## src/rtl/d5m_pkg.sv

```systemverilog
// rtl/d5m_pkg.sv - shared state encoding and constants for the D5M configuration sequencer
package d5m_pkg;

  typedef enum logic [3:0] {
    ST_WAIT,
    ST_FETCH,
    ST_LATCH,
    ST_ISSUE,
    ST_RESP,
    ST_DONE,
    ST_UPD_ISSUE,
    ST_UPD_RESP,
    ST_ERROR
  } state_t;

  localparam logic [7:0] DEF_DEV_ADDR = 8'hBA;
  localparam logic [7:0] DEF_EXP_REG  = 8'h09;
  localparam logic [7:0] ERR_IDX_EXP  = 8'hFF;

  function automatic logic is_idle(state_t s);
    return (s == ST_DONE) || (s == ST_ERROR);
  endfunction

  // The table has completed once we are in DONE or servicing an exposure update.
  function automatic logic is_configured(state_t s);
    return (s == ST_DONE) || (s == ST_UPD_ISSUE) || (s == ST_UPD_RESP);
  endfunction

endpackage

```

## src/rtl/d5m_cfg_sequencer_if.sv

```systemverilog
// rtl/d5m_cfg_sequencer_if.sv - command/response port between the sequencer and the byte-level I2C master
interface d5m_cfg_sequencer_if;
  logic        cmd_valid;
  logic        cmd_ready;
  logic [7:0]  cmd_dev;
  logic [7:0]  cmd_reg;
  logic [15:0] cmd_data;
  logic        rsp_valid;
  logic        rsp_ack;

  modport master (
    output cmd_valid, cmd_dev, cmd_reg, cmd_data,
    input  cmd_ready, rsp_valid, rsp_ack
  );

  modport slave (
    input  cmd_valid, cmd_dev, cmd_reg, cmd_data,
    output cmd_ready, rsp_valid, rsp_ack
  );
endinterface

```

## src/rtl/d5m_cfg_sequencer.sv

```systemverilog
// rtl/d5m_cfg_sequencer.sv - walks the sensor register table over I2C after reset, then services exposure writes
module d5m_cfg_sequencer
  import d5m_pkg::*;
#(
  parameter logic [7:0] DEV_ADDR       = DEF_DEV_ADDR,
  parameter int         TBL_LEN        = 24,
  parameter int         POWERUP_CYCLES = 50000,
  parameter int         MAX_RETRY      = 3,
  parameter logic [7:0] EXP_REG        = DEF_EXP_REG
) (
  input  logic                       clk,
  input  logic                       rst,
  input  logic                       restart,
  output logic [7:0]                 tbl_addr,
  input  logic [23:0]                tbl_data,
  d5m_cfg_sequencer_if.master        cmd,
  input  logic                       exp_req,
  input  logic [15:0]                exp_value,
  output logic                       cfg_done,
  output logic                       cfg_error,
  output logic [7:0]                 err_index,
  output logic                       busy
);

  localparam int         RW       = $clog2(MAX_RETRY + 2);
  localparam logic [7:0] LAST_IDX = 8'(TBL_LEN - 1);
  localparam logic [19:0] PU_LAST = 20'(POWERUP_CYCLES - 1);

  state_t        state, state_n;
  logic [19:0]   wait_cnt, wait_cnt_n;
  logic [7:0]    idx, idx_n;
  logic [RW-1:0] retry, retry_n;
  logic          pend, pend_n;
  logic [15:0]   exp_hold, exp_hold_n;
  logic          valid_q, valid_n;
  logic [7:0]    dev_q;
  logic [7:0]    reg_q, reg_n;
  logic [15:0]   data_q, data_n;
  logic [7:0]    err_n;

  assign tbl_addr      = idx;
  assign cmd.cmd_valid = valid_q;
  assign cmd.cmd_dev   = dev_q;
  assign cmd.cmd_reg   = reg_q;
  assign cmd.cmd_data  = data_q;

  always_ff @(posedge clk) begin
    if (rst) begin
      state     <= ST_WAIT;
      wait_cnt  <= '0;
      idx       <= '0;
      retry     <= '0;
      pend      <= 1'b0;
      exp_hold  <= '0;
      valid_q   <= 1'b0;
      dev_q     <= '0;
      reg_q     <= '0;
      data_q    <= '0;
      err_index <= '0;
      cfg_done  <= 1'b0;
      cfg_error <= 1'b0;
      busy      <= 1'b1;
    end else begin
      state     <= state_n;
      wait_cnt  <= wait_cnt_n;
      idx       <= idx_n;
      retry     <= retry_n;
      pend      <= pend_n;
      exp_hold  <= exp_hold_n;
      valid_q   <= valid_n;
      dev_q     <= DEV_ADDR;
      reg_q     <= reg_n;
      data_q    <= data_n;
      err_index <= err_n;
      cfg_done  <= is_configured(state_n);
      cfg_error <= (state_n == ST_ERROR);
      busy      <= !is_idle(state_n);
    end
  end

  always_comb begin
    state_n    = state;
    wait_cnt_n = wait_cnt;
    idx_n      = idx;
    retry_n    = retry;
    pend_n     = pend;
    exp_hold_n = exp_hold;
    valid_n    = valid_q;
    reg_n      = reg_q;
    data_n     = data_q;
    err_n      = err_index;

    if (exp_req && state != ST_ERROR) begin
      pend_n     = 1'b1;
      exp_hold_n = exp_value;
    end

    case (state)
      ST_WAIT: begin
        if (wait_cnt == PU_LAST) state_n = ST_FETCH;
        else                     wait_cnt_n = wait_cnt + 20'd1;
      end
      ST_FETCH: state_n = ST_LATCH;
      ST_LATCH: begin
        reg_n   = tbl_data[23:16];
        data_n  = tbl_data[15:0];
        valid_n = 1'b1;
        state_n = ST_ISSUE;
      end
      ST_ISSUE, ST_UPD_ISSUE: begin
        if (cmd.cmd_ready) begin
          valid_n = 1'b0;
          state_n = (state == ST_ISSUE) ? ST_RESP : ST_UPD_RESP;
        end
      end
      ST_RESP, ST_UPD_RESP: begin
        if (cmd.rsp_valid) begin
          if (cmd.rsp_ack) begin
            retry_n = '0;
            if (state == ST_UPD_RESP || idx == LAST_IDX) begin
              state_n = ST_DONE;
            end else begin
              idx_n   = idx + 8'd1;
              state_n = ST_FETCH;
            end
          end else if (retry != RW'(MAX_RETRY)) begin
            retry_n = retry + RW'(1);
            valid_n = 1'b1;
            state_n = (state == ST_RESP) ? ST_ISSUE : ST_UPD_ISSUE;
          end else begin
            err_n   = (state == ST_RESP) ? idx : ERR_IDX_EXP;
            state_n = ST_ERROR;
          end
        end
      end
      ST_DONE: begin
        if (restart) begin
          idx_n   = '0;
          retry_n = '0;
          err_n   = '0;
          state_n = ST_FETCH;
        end else if (pend || exp_req) begin
          // A fresh request is forwarded straight away; one landing on a consumed flag stays queued.
          reg_n   = EXP_REG;
          data_n  = pend ? exp_hold : exp_value;
          valid_n = 1'b1;
          pend_n  = pend && exp_req;
          state_n = ST_UPD_ISSUE;
        end
      end
      ST_ERROR: begin
        if (restart) begin
          idx_n   = '0;
          retry_n = '0;
          err_n   = '0;
          state_n = ST_FETCH;
        end
      end
      default: state_n = ST_WAIT;
    endcase
  end

endmodule

```

## src/flat_wrapper.sv

```systemverilog
// flat-port wrapper written by rule: the top's interface ports become plain ports
module d5m_cfg_sequencer_flat import d5m_pkg::*;
#(
  parameter logic [7:0] DEV_ADDR       = DEF_DEV_ADDR,
  parameter int         TBL_LEN        = 24,
  parameter int         POWERUP_CYCLES = 50000,
  parameter int         MAX_RETRY      = 3,
  parameter logic [7:0] EXP_REG        = DEF_EXP_REG
)
  (clk, rst, restart, tbl_addr, tbl_data, exp_req, exp_value, cfg_done, cfg_error, err_index, busy, cmd_cmd_valid, cmd_cmd_dev, cmd_cmd_reg, cmd_cmd_data, cmd_cmd_ready, cmd_rsp_valid, cmd_rsp_ack);
  d5m_cfg_sequencer_if cmd_i ();
  input  logic clk;
  input  logic rst;
  input  logic restart;
  output logic [7:0] tbl_addr;
  input  logic [23:0] tbl_data;
  input  logic exp_req;
  input  logic [15:0] exp_value;
  output logic cfg_done;
  output logic cfg_error;
  output logic [7:0] err_index;
  output logic busy;
  output wire logic [$bits(cmd_i.cmd_valid)-1:0] cmd_cmd_valid;
  output wire logic [$bits(cmd_i.cmd_dev)-1:0] cmd_cmd_dev;
  output wire logic [$bits(cmd_i.cmd_reg)-1:0] cmd_cmd_reg;
  output wire logic [$bits(cmd_i.cmd_data)-1:0] cmd_cmd_data;
  input wire logic [$bits(cmd_i.cmd_ready)-1:0] cmd_cmd_ready;
  input wire logic [$bits(cmd_i.rsp_valid)-1:0] cmd_rsp_valid;
  input wire logic [$bits(cmd_i.rsp_ack)-1:0] cmd_rsp_ack;
  assign cmd_cmd_valid = cmd_i.cmd_valid;
  assign cmd_cmd_dev = cmd_i.cmd_dev;
  assign cmd_cmd_reg = cmd_i.cmd_reg;
  assign cmd_cmd_data = cmd_i.cmd_data;
  assign cmd_i.cmd_ready = cmd_cmd_ready;
  assign cmd_i.rsp_valid = cmd_rsp_valid;
  assign cmd_i.rsp_ack = cmd_rsp_ack;
  d5m_cfg_sequencer #(.DEV_ADDR(DEV_ADDR), .TBL_LEN(TBL_LEN), .POWERUP_CYCLES(POWERUP_CYCLES), .MAX_RETRY(MAX_RETRY), .EXP_REG(EXP_REG)) u_core (.clk(clk), .rst(rst), .restart(restart), .tbl_addr(tbl_addr), .tbl_data(tbl_data), .cmd(cmd_i), .exp_req(exp_req), .exp_value(exp_value), .cfg_done(cfg_done), .cfg_error(cfg_error), .err_index(err_index), .busy(busy));
endmodule
```

## config.mk

```make
export PLATFORM = sky130hd
export DESIGN_NAME = d5m_cfg_sequencer_flat
export DESIGN_NICKNAME = d
export VERILOG_FILES = /design/src/rtl/d5m_pkg.sv /design/src/rtl/d5m_cfg_sequencer_if.sv /design/src/rtl/d5m_cfg_sequencer.sv /design/src/flat_wrapper.sv
export SDC_FILE = /design/constraint.sdc
export NUM_CORES = 1
export LEC_CHECK = 0
export ABC_CLOCK_PERIOD_IN_PS = 6760
export BUFFER_PORTS_ARGS = -buffer_cell sky130_fd_sc_hd__buf_2
export CORE_MARGIN = 2
export CORE_UTILIZATION = 40
export DETAILED_ROUTE_END_ITERATION = 6
export GPL_ROUTABILITY_DRIVEN = 0
export GPL_TIMING_DRIVEN = 1
export HOLD_SLACK_MARGIN = 0.05
export PLACE_DENSITY_LB_ADDON = 0.15
export SLEW_MARGIN = 0
export SYNTH_ARGS = -nofsm -noshare
export SYNTH_HDL_FRONTEND = slang
export SYNTH_SLANG_ARGS = --single-unit
```

## constraint.sdc

```tcl
create_clock -name clk -period 6.76 [get_ports clk]
set_clock_uncertainty 0.1 [all_clocks]
set_input_delay 1.69 -clock clk [delete_from_list [all_inputs] [get_ports clk]]
set_output_delay 1.69 -clock clk [all_outputs]
set_load 0.05 [all_outputs]
```

==> results of run 1 <==
==> kinds of logic (layout without fill, tap and decap cells) <==
| logic type | count (synthesis) | in the layout | share of synthesized area |
|---|---|---|---|
| buffers and inverters | 47 | 123 | 0.0560 |
| XOR/XNOR | 19 | 19 | 0.0394 |
| flip-flops | 89 | 89 | 0.422 |
| adder cells (fa/ha/maj) | 4 | 4 | 0.0119 |
| multiplexers | 34 | 34 | 0.0806 |
| AO/OA/AOI/OAI | 105 | 105 | 0.164 |
| other | 1 | 3 | 0.000888 |
| AND/OR/NAND/NOR | 203 | 203 | 0.225 |
==> final cells by class <==
cell class | count | area, sq um | area share
Multi-Input combinational cell | 368 | 2210 | 0.455
Sequential cell | 89 | 1780 | 0.366
Timing Repair Buffer | 98 | 498 | 0.102
Tap cell | 136 | 170 | 0.0350
Clock buffer | 13 | 149 | 0.0306
Inverter | 10 | 37.5 | 0.00772
Clock inverter | 2 | 15.0 | 0.00309
==> final timing paths <==
| path | start | to | slack [ns] | depth (start not counted) |
|---|---|---|---|---|
| worst max-delay path | cmd_rsp_valid | u_core.err_index[6]$_SDFFE_PP0P_ | 3.58 | 7 |
| worst min-delay path | u_core.err_index[3]$_SDFFE_PP0P_ | u_core.err_index[3]$_SDFFE_PP0P_ | 0.35 | 2 |
| worst max register to register | u_core.wait_cnt[13]$_SDFFE_PP0P_ | u_core.wait_cnt[15]$_SDFFE_PP0P_ | 4.04 | 6 |
| worst min register to register | u_core.err_index[3]$_SDFFE_PP0P_ | u_core.err_index[3]$_SDFFE_PP0P_ | 0.35 | 2 |
==> per-stage QoR <==
stage / power (mW) / instances / setup WS [ns]
floorplan: 0.598 / 504 / 3.62
global route: 0.973 / 716 / 3.40
finish: 0.930 / 716 / 3.58
CTS: 0.946 / 716 / 3.62
global placement: 0.618 / 701 / 3.36
detailed placement: 0.620 / 701 / 3.27
==> routing by layer <==
metal / share of wire / vias up / track usage
li1: - / 1891 / -
met1: 0.46 / 1749 / 0.232
met2: 0.49 / 88 / 0.310
met3: 0.047 / 6 / 0.0377
met4: 0.0088 / 0 / 0.0445
met5: 0 / - / 0
==> worst max-delay path, delay by kind of cell <==
kind | cells | cell delay [ns]
buffers and inverters | 2 | 0.20
AND/OR/NAND/NOR | 2 | 0.78
AO/OA/AOI/OAI | 3 | 0.68
==> power groups by stage <==
stage                     Combinational, mW  Clock (mW)  Sequential [mW]
after floorplan                      0.0481           0            0.549
after global placement               0.0651           0            0.553
after detailed placement             0.0664           0            0.554
after CTS                            0.0669       0.338            0.541
after global routing                 0.0727       0.357            0.543
final                                0.0660       0.323            0.541
==> placed cells by master, fill, tap and decap left out, types with 3 or more instances in the layout <==
master,n
nor3_1,13
nand2_1,64
ha_1,4
or4_1,3
or3_2,4
buf_4,3
or3_1,13
clkbuf_1,3
o211ai_1,17
nor2b_1,5
conb_1,3
nand4_1,9
and3_1,3
mux2i_1,34
nor4_1,3
nand2b_1,5
xnor2_1,9
a21oi_1,41
clkbuf_8,10
nor2_1,64
o21ai_0,16
buf_2,95
a22oi_1,9
inv_1,10
dfxtp_1,89
nand3_1,7
xor2_1,10
==> results.md, run 1 <==
- Outcome: finished clean
- Main flop type after synthesis: dfxtp_1
- # Post-CTS Setup Buffers: 0
- Avg Inst Size Synth: 8.41 sq um
- CP Class: input pin to flip-flop
- Top reg by flops: u_core.wait_cnt
- Final Max Slew Viols: 0
- Clk sink count: between 80 and 90
- Final Core Density: 0.473
- Max Clk Rate: 314 MHz
- Starting Density: 0.411
- Initial antenna violation count: 0
- Maximum buffer depth of the clock tree: 2
- First-pass GRT wire length: 16.8 mm
- CP Max Fanout: 16
- P_int: 0.701 mW
- GRT overflow: 0
- Num rows: 37
- Crit end category: flip-flop
- Comb pwr share: 0.071
- Switch share: 0.246
- Final setup violation count: 0
- Die Height: 107 microns
- Hold buffers post-CTS: 0
- Total GRT Usage: 0.180
- Vias in the first global route: 3545
- Mapped Area: 4220 sq um
- Crit path required time: 6.93 ns
- Core ar.: just over 10000 sq um
- Fin crit period: 3.18 ns
- MaxCap Viol Count: 0
- Layout filler cell count: 1053
- Detail Route Antenna Nets: 0
- Tightest Pin Transition: roughly 1.1 ns
- CTS H-tree lvls: 3
- CTS tree: yes
- Startpoint types: input pin
- Psw: approximately 0.23 mW
- Gates resized, CTS repair: 0
- Buffers added on ports: 95
- Die Area: 11400 sq um
- DP Area: 4700 sq um
- Largest cells by area after synthesis: dfxtp_1, mux2i_1, nand2_1
- Worst Hold Class: flip-flop to flip-flop
- Clock Latency Late Sink: 0.35 ns
- TNS Setup: 0 ns
- Clock power frac: 0.347
- Root buf cell: clkbuf_8
- CP max stage delay: about 0.4 ns
- Slew headroom: 0.265
- Vias per inst: 5.22
- Initial DRC count: around 140
- Leakage: 1.98 nW
- Layout cells sized above 1: 0.217
- Diodes inserted: 0
- PwrDens: 191 nW/um^2
- RSZ-0062 raised after global routing: false
- WL per Instance: 13.8 microns
- Hold Fails Final Rpt: 0
- Nets@finish: between 600 and 700
- Fin crit share: 0.471
- Max FFs per register: 20
- Total Wirelength: about 9.9 mm
- Register area share after synthesis: 0.422
- Post-synth top area share: 0.422
- CP max stage cell: nor3_1
- Via count: approximately 3700
- Post-synth EDFFs: 0
- Max IR drop VDD: slightly below 90 uV
- Area Overhead vs Synth: 15.2%
- Cells after Synth: 502
- Synth Register Bits: a little under 90
- Post-route DRC: 0
- Cell taking the most area after synthesis: dfxtp_1
- Num ports: 99
- Asr flop ratio synth: 0
- Finished Cell Area: between 4000 and 5000 sq um
- Die Wd: 107 microns
- Pin count of the biggest net entering global routing: 73
- Worst hold margin: ~0.35 ns
- CTS clk-pin slew, worst paths: approximately 0.07 ns
- CP cell instances: buf_2 -> inv_1 -> nor3_1 -> a21o_1 -> o31ai_4 -> or3_1 -> a21oi_1
- Reg power frac: 0.582
- Critical Path AT: 3.36 ns
- Most common cell in the netlist: dfxtp_1
- Post-synth cell types: 53
- Drt first pass iters: 4
- CTS Buf Count: 9
- Detailed Place HPWL: 6.89 mm
- Ys Warns: 0
- Post-synth top cells: dfxtp_1, nand2_1, nor2_1, a21oi_1, mux2i_1
(Power assumes the default switching activity.)
==> run 2, diff against run 1 <==
--- a/config.mk
+++ b/config.mk
@@ -5,7 +5,7 @@
 export SDC_FILE = /design/constraint.sdc
 export NUM_CORES = 1
 export LEC_CHECK = 0
-export ABC_CLOCK_PERIOD_IN_PS = 6760
+export ABC_CLOCK_PERIOD_IN_PS = 3000
 export BUFFER_PORTS_ARGS = -buffer_cell sky130_fd_sc_hd__buf_2
 export CORE_MARGIN = 2
 export CORE_UTILIZATION = 40
==> constraint.sdc (replaced) <==
create_clock -name clk -period 3 [get_ports clk]
set_clock_uncertainty 0.1 [all_clocks]
set_input_delay 0.75 -clock clk [delete_from_list [all_inputs] [get_ports clk]]
set_output_delay 0.75 -clock clk [all_outputs]
set_load 0.05 [all_outputs]
==> results.md, run 2 (synthesis results as in run 1) <==
- Hold buffers post-CTS: 0
- Core ar.: 10300 sq um
- Final Max Slew Viols: 0
- Buffers added on ports: 95
- Crit-path leading delay family: simple AND/OR/NAND/NOR gates
- CTS tree: yes
- Nets@finish: between 600 and 700
- Finished Cell Area: 4940 sq um
- Detail Route Antenna Nets: 0
- RSZ-0062 raised after global routing: false
- CP cell instances: or4b_2 -> or4_1 -> o2111ai_2 -> nor4_1 -> xnor2_1 -> nor2_1
- Vias in the first global route: 3473
- Worst Hold Class: flip-flop to flip-flop
- Vias per inst: 5.17
- Clk sink count: between 80 and 90
- Max IR drop VDD: 216 uV
- CTS Buf Count: 9
- Drt first pass iters: 4
- Starting Density: 0.411
- DP Area: 4740 sq um
- Most common cell after layout, fill and taps aside: buf_2
- Fin crit period: 2.69 ns
- Area Overhead vs Synth: 16.9%
- Die Height: 107 microns
- Die Area: 11400 sq um
- Num ports: a little under 100
- Post-route DRC: 0
- Setup crit start: u_core.wait_cnt[4]$_SDFFE_PP0P_
- Crit end category: flip-flop
- Leakage: a little over 2 nW
- Clock Latency Late Sink: between 0.3 and 0.4 ns
- Final Core Density: 0.481
- Maximum buffer depth of the clock tree: 2
- Max Clk Rate: 371 MHz
- CTS H-tree lvls: 3
- Pin count of the biggest net entering global routing: 72
- CP Class: flip-flop to flip-flop
- CP max stage delay: around 0.67 ns
- Commonest non-fill, non-tap cells in the layout: buf_2, dfxtp_1, nand2_1, nor2_1, a21oi_1
- Die Wd: 107 microns
- Startpoint types: flip-flop
- Worst r2r src: u_core.wait_cnt[4]$_SDFFE_PP0P_
- Hold_sp: u_core.err_index[7]$_SDFFE_PP0P_
- Slew headroom: 0.418
- Total Wirelength: just under 10 mm
- PwrDens: ~450 nW/um^2
- MaxCap Viol Count: 0
- CP Max Fanout: 13
- CTS clk-pin slew, worst paths: 0.09 ns
- Total GRT Usage: 0.176
- WL per Instance: between 10 and 15 microns
- GRT overflow: 0
- Outcome: finished clean
- Root buf cell: clkbuf_8
- First-pass GRT wire length: 16.2 mm
- TNS Setup: 0 ns
- Max FFs per register: 20
- Initial antenna violation count: 0
- Initial DRC count: 144
- Top reg by flops: u_core.wait_cnt
- Num rows: 37
- # Post-CTS Setup Buffers: 0
- CP max stage cell: or4b_2
- WP buf/inv: 0
- Layout cells sized above 1: 0.230
- Diodes inserted: 0
- Crit path required time: 3.13 ns
- Fin crit share: 0.898
- Critical Path AT: 2.82 ns
- Hold Fails Final Rpt: 0
- Final setup violation count: 0
- Gates resized, CTS repair: 0
- Via count: around 3700
- Detailed Place HPWL: 6.83 mm
- Tightest Pin Transition: between 0.8 and 0.9 ns
run 2: worst paths after layout:
check | to | slack (ns) | cells past startpoint
setup / recovery | u_core.wait_cnt[19]$_SDFFE_PP0P_ | 0.31 | 6
hold / removal | u_core.err_index[7]$_SDFFE_PP0P_ | 0.35 | 2
setup reg to reg | u_core.wait_cnt[19]$_SDFFE_PP0P_ | 0.31 | 6
hold reg to reg | u_core.err_index[7]$_SDFFE_PP0P_ | 0.35 | 2
run 2: layer usage:
metal | global-route usage | up-vias | share of wire
met5 | 0 | - | 0
met2 | 0.293 | 77 | 0.47
met1 | 0.226 | 1737 | 0.48
met3 | 0.0407 | 8 | 0.045
li1 | - | 1913 | -
met4 | 0.0594 | 0 | 0.0095
run 2: through the flow:
step           power, mW  setup slack (ns)  hold slack [ns]  cells
2_1_floorplan       1.35             0.663            0.363    504
3_3_place_gp        1.39             0.333            0.337    706
3_5_place_dp        1.40             0.302            0.343    706
4_1_cts             2.24             0.284            0.356    722
5_1_grt             2.31            0.0898            0.371    722
6_report            2.21             0.306            0.349    722
run 2: final cells by class:
| type | instances | area, sq um |
|---|---|---|
| clock buffers | 9 | 124 |
| clock inverters | 7 | 77.6 |
| fillers | 1045 | 5340 |
| inverters | 10 | 37.5 |
| multi-input cells | 368 | 2210 |
| flip-flops and latches | 89 | 1780 |
| well taps | 136 | 170 |
| repair buffers | 103 | 536 |
run 2: worst min-delay path: cells and delay by family (launching register included):
kind	cells	cell delay, ns
flops	1	0.31
compound gates	1	0.05
simple gates	1	0.05
run 2: power by group:
group | switching [mW] | total, mW | internal (mW) | leakage, nW
clock | 0.445 | 0.837 | 0.392 | 0.100
sequential | 0.0166 | 1.22 | 1.20 | 0.721
combinational | 0.0922 | 0.153 | 0.0612 | 1.21
==> run 3, diff against run 2 <==
--- a/config.mk
+++ b/config.mk
@@ -8,13 +8,12 @@
 export ABC_CLOCK_PERIOD_IN_PS = 3000
 export BUFFER_PORTS_ARGS = -buffer_cell sky130_fd_sc_hd__buf_2
 export CORE_MARGIN = 2
-export CORE_UTILIZATION = 40
+export CORE_UTILIZATION = 50
 export DETAILED_ROUTE_END_ITERATION = 6
 export GPL_ROUTABILITY_DRIVEN = 0
 export GPL_TIMING_DRIVEN = 1
 export HOLD_SLACK_MARGIN = 0.05
 export PLACE_DENSITY_LB_ADDON = 0.15
-export SLEW_MARGIN = 0
 export SYNTH_ARGS = -nofsm -noshare
 export SYNTH_HDL_FRONTEND = slang
 export SYNTH_SLANG_ARGS = --single-unit
==> results.md, run 3 (synthesis results as in run 1) <==
- Outcome: finished clean
- Switch share: 0.248
- Slew headroom: 0.522
- WL per Instance: 13.6 microns
- Total GRT Usage: 0.211
- Root buf cell: clkbuf_8
- Layout cells sized above 1: 0.229
- Area Overhead vs Synth: 15.8%
- GRT overflow: 0
- Crit-path leading delay family: simple AND/OR/NAND/NOR gates
- Clk sink count: 89
- Crit end category: flip-flop
- Num rows: 33
- Nets@finish: 632
- Vias per inst: 5.42
- Final Power: 2.17 mW
- Post-route DRC: 0
- CP Max Fanout: 13
- WHS Path Cells: 2
- Startpoint types: flip-flop
- Buffers added on ports: 95
- Psw: roughly 0.54 mW
- Clock power frac: 0.369
- CP Class: flip-flop to flip-flop
- R2R cell count: 6
- Most common cell after layout, fill and taps aside: buf_2
- CTS H-tree lvls: 3
- Worst Hold Class: flip-flop to flip-flop
- Top reg by flops: u_core.wait_cnt
- Initial DRC count: 166
- Max Clk Rate: 372 MHz
- Core ar.: 8220 sq um
- Final Max Slew Viols: 0
- Maximum buffer depth of the clock tree: 2
- # Post-CTS Setup Buffers: 0
- Reg power frac: 0.558
- PwrDens: 444 nW/um^2
- CP max stage delay: 0.66 ns
- RSZ-0062 raised after global routing: false
- CTS tree: yes
- Detail Route Antenna Nets: 0
- Comb pwr share: 0.073
- Clock Latency Late Sink: roughly 0.36 ns
- Diodes inserted: 0
- TNS Setup: 0 ns
- Final setup violation count: 0
- CP max stage cell: or4b_2
- Die Area: 9200 sq um
- WP buf/inv: 0
- Max FFs per register: 20
- CP cell instances: or4b_2 -> or4_1 -> o2111ai_2 -> nor3_1 -> xnor2_1 -> nor2_1
- Final Core Density: 0.595
- Initial antenna violation count: 0
- Layout filler cell count: 777
- Max IR drop VDD: around 280 uV
- Drt first pass iters: 4
- CTS Buf Count: 9
- First-pass GRT wire length: 15.4 mm
- Total Wirelength: 9.40 mm
- CTS clk-pin slew, worst paths: 0.09 ns
- Vias in the first global route: 3310
- Gates resized, CTS repair: 0
- Hold buffers post-CTS: 0
- Worst hold margin: around 0.35 ns
- Commonest non-fill, non-tap cells in the layout: buf_2, dfxtp_1, nand2_1, nor2_1, a21oi_1
- Register Area: 1780 sq um
- Leakage: 2.02 nW
- Critical Path AT: 2.80 ns
- Tightest Pin Transition: just over 0.7 ns
- Fin crit share: 0.895
- CP Depth: 6
- Starting Density: 0.514
- Num ports: 99
- Fin crit period: 2.69 ns
- Hold Fails Final Rpt: 0
- MaxCap Viol Count: 0
- P_int: around 1.6 mW
- Crit path required time: 3.12 ns
- Detailed Place HPWL: 6.54 mm
- Via count: 3747
- Pin count of the biggest net entering global routing: 72
- Die Wd: 95.9 microns
- Die Height: 95.9 microns
- Multi-input logic area: 2210 sq um
-- run 3: cell types whose count changed in the layout (fill, tap and decap cells not counted), sizes merged --
cell | previous run | this run
bufinv | 1 | 0
inv | 12 | 10
clkbuf | 9 | 13
clkinv | 3 | 1
clkinvlp | 1 | 2
-- run 3: through the flow --
stage	cells	cell area, sq um	worst slack, ns
floorplan	504	4230	0.663
global placement	675	4700	0.365
detailed placement	675	4700	0.298
CTS	691	4890	0.295
global route	691	4890	0.112
finish	691	4890	0.314
-- run 3: power by group through the flow --
| stage | logic [mW] | registers (mW) | clock network [mW] |
|---|---|---|---|
| 2_1_floorplan | 0.108 | 1.24 | 0 |
| 3_3_place_gp | 0.155 | 1.24 | 0 |
| 3_5_place_dp | 0.157 | 1.24 | 0 |
| 4_1_cts | 0.158 | 1.21 | 0.820 |
| 5_1_grt | 0.174 | 1.21 | 0.868 |
| 6_report | 0.157 | 1.21 | 0.802 |
-- run 3: worst reg2reg max path, cell delays in order (launching register included) --
cell	delay, ns
dfxtp_1	0.34
or4b_2	0.66
or4_1	0.55
o2111ai_2	0.54
nor3_1	0.15
xnor2_1	0.16
nor2_1	0.06
-- run 3: area by class of cell --
class | instances | area share
multi-input cells | 368 | 0.452
flip-flops and latches | 89 | 0.364
repair buffers | 103 | 0.109
clock buffers | 13 | 0.0345
well taps | 105 | 0.0269
inverters | 10 | 0.00767
clock inverters | 3 | 0.00486
-- run 3: metal layers --
| metal | vias to the layer above | GRT usage | part of all wire |
|---|---|---|---|
| li1 | 1903 | - | - |
| met5 | - | 0 | 0 |
| met2 | 92 | 0.353 | 0.47 |
| met1 | 1748 | 0.276 | 0.47 |
| met4 | 0 | 0.0536 | 0.0062 |
| met3 | 4 | 0.0478 | 0.054 |
-- run 3: path summary, 6_finish.rpt --
| check | startpoint | end | slack (ns) |
|---|---|---|---|
| worst min-delay path | u_core.err_index[7]$_SDFFE_PP0P_ | u_core.err_index[7]$_SDFFE_PP0P_ | 0.35 |
| worst max register to register | u_core.wait_cnt[4]$_SDFFE_PP0P_ | u_core.wait_cnt[17]$_SDFFE_PP0P_ | 0.31 |
| worst min register to register | u_core.err_index[7]$_SDFFE_PP0P_ | u_core.err_index[7]$_SDFFE_PP0P_ | 0.35 |
| worst max-delay path | u_core.wait_cnt[4]$_SDFFE_PP0P_ | u_core.wait_cnt[17]$_SDFFE_PP0P_ | 0.31 |
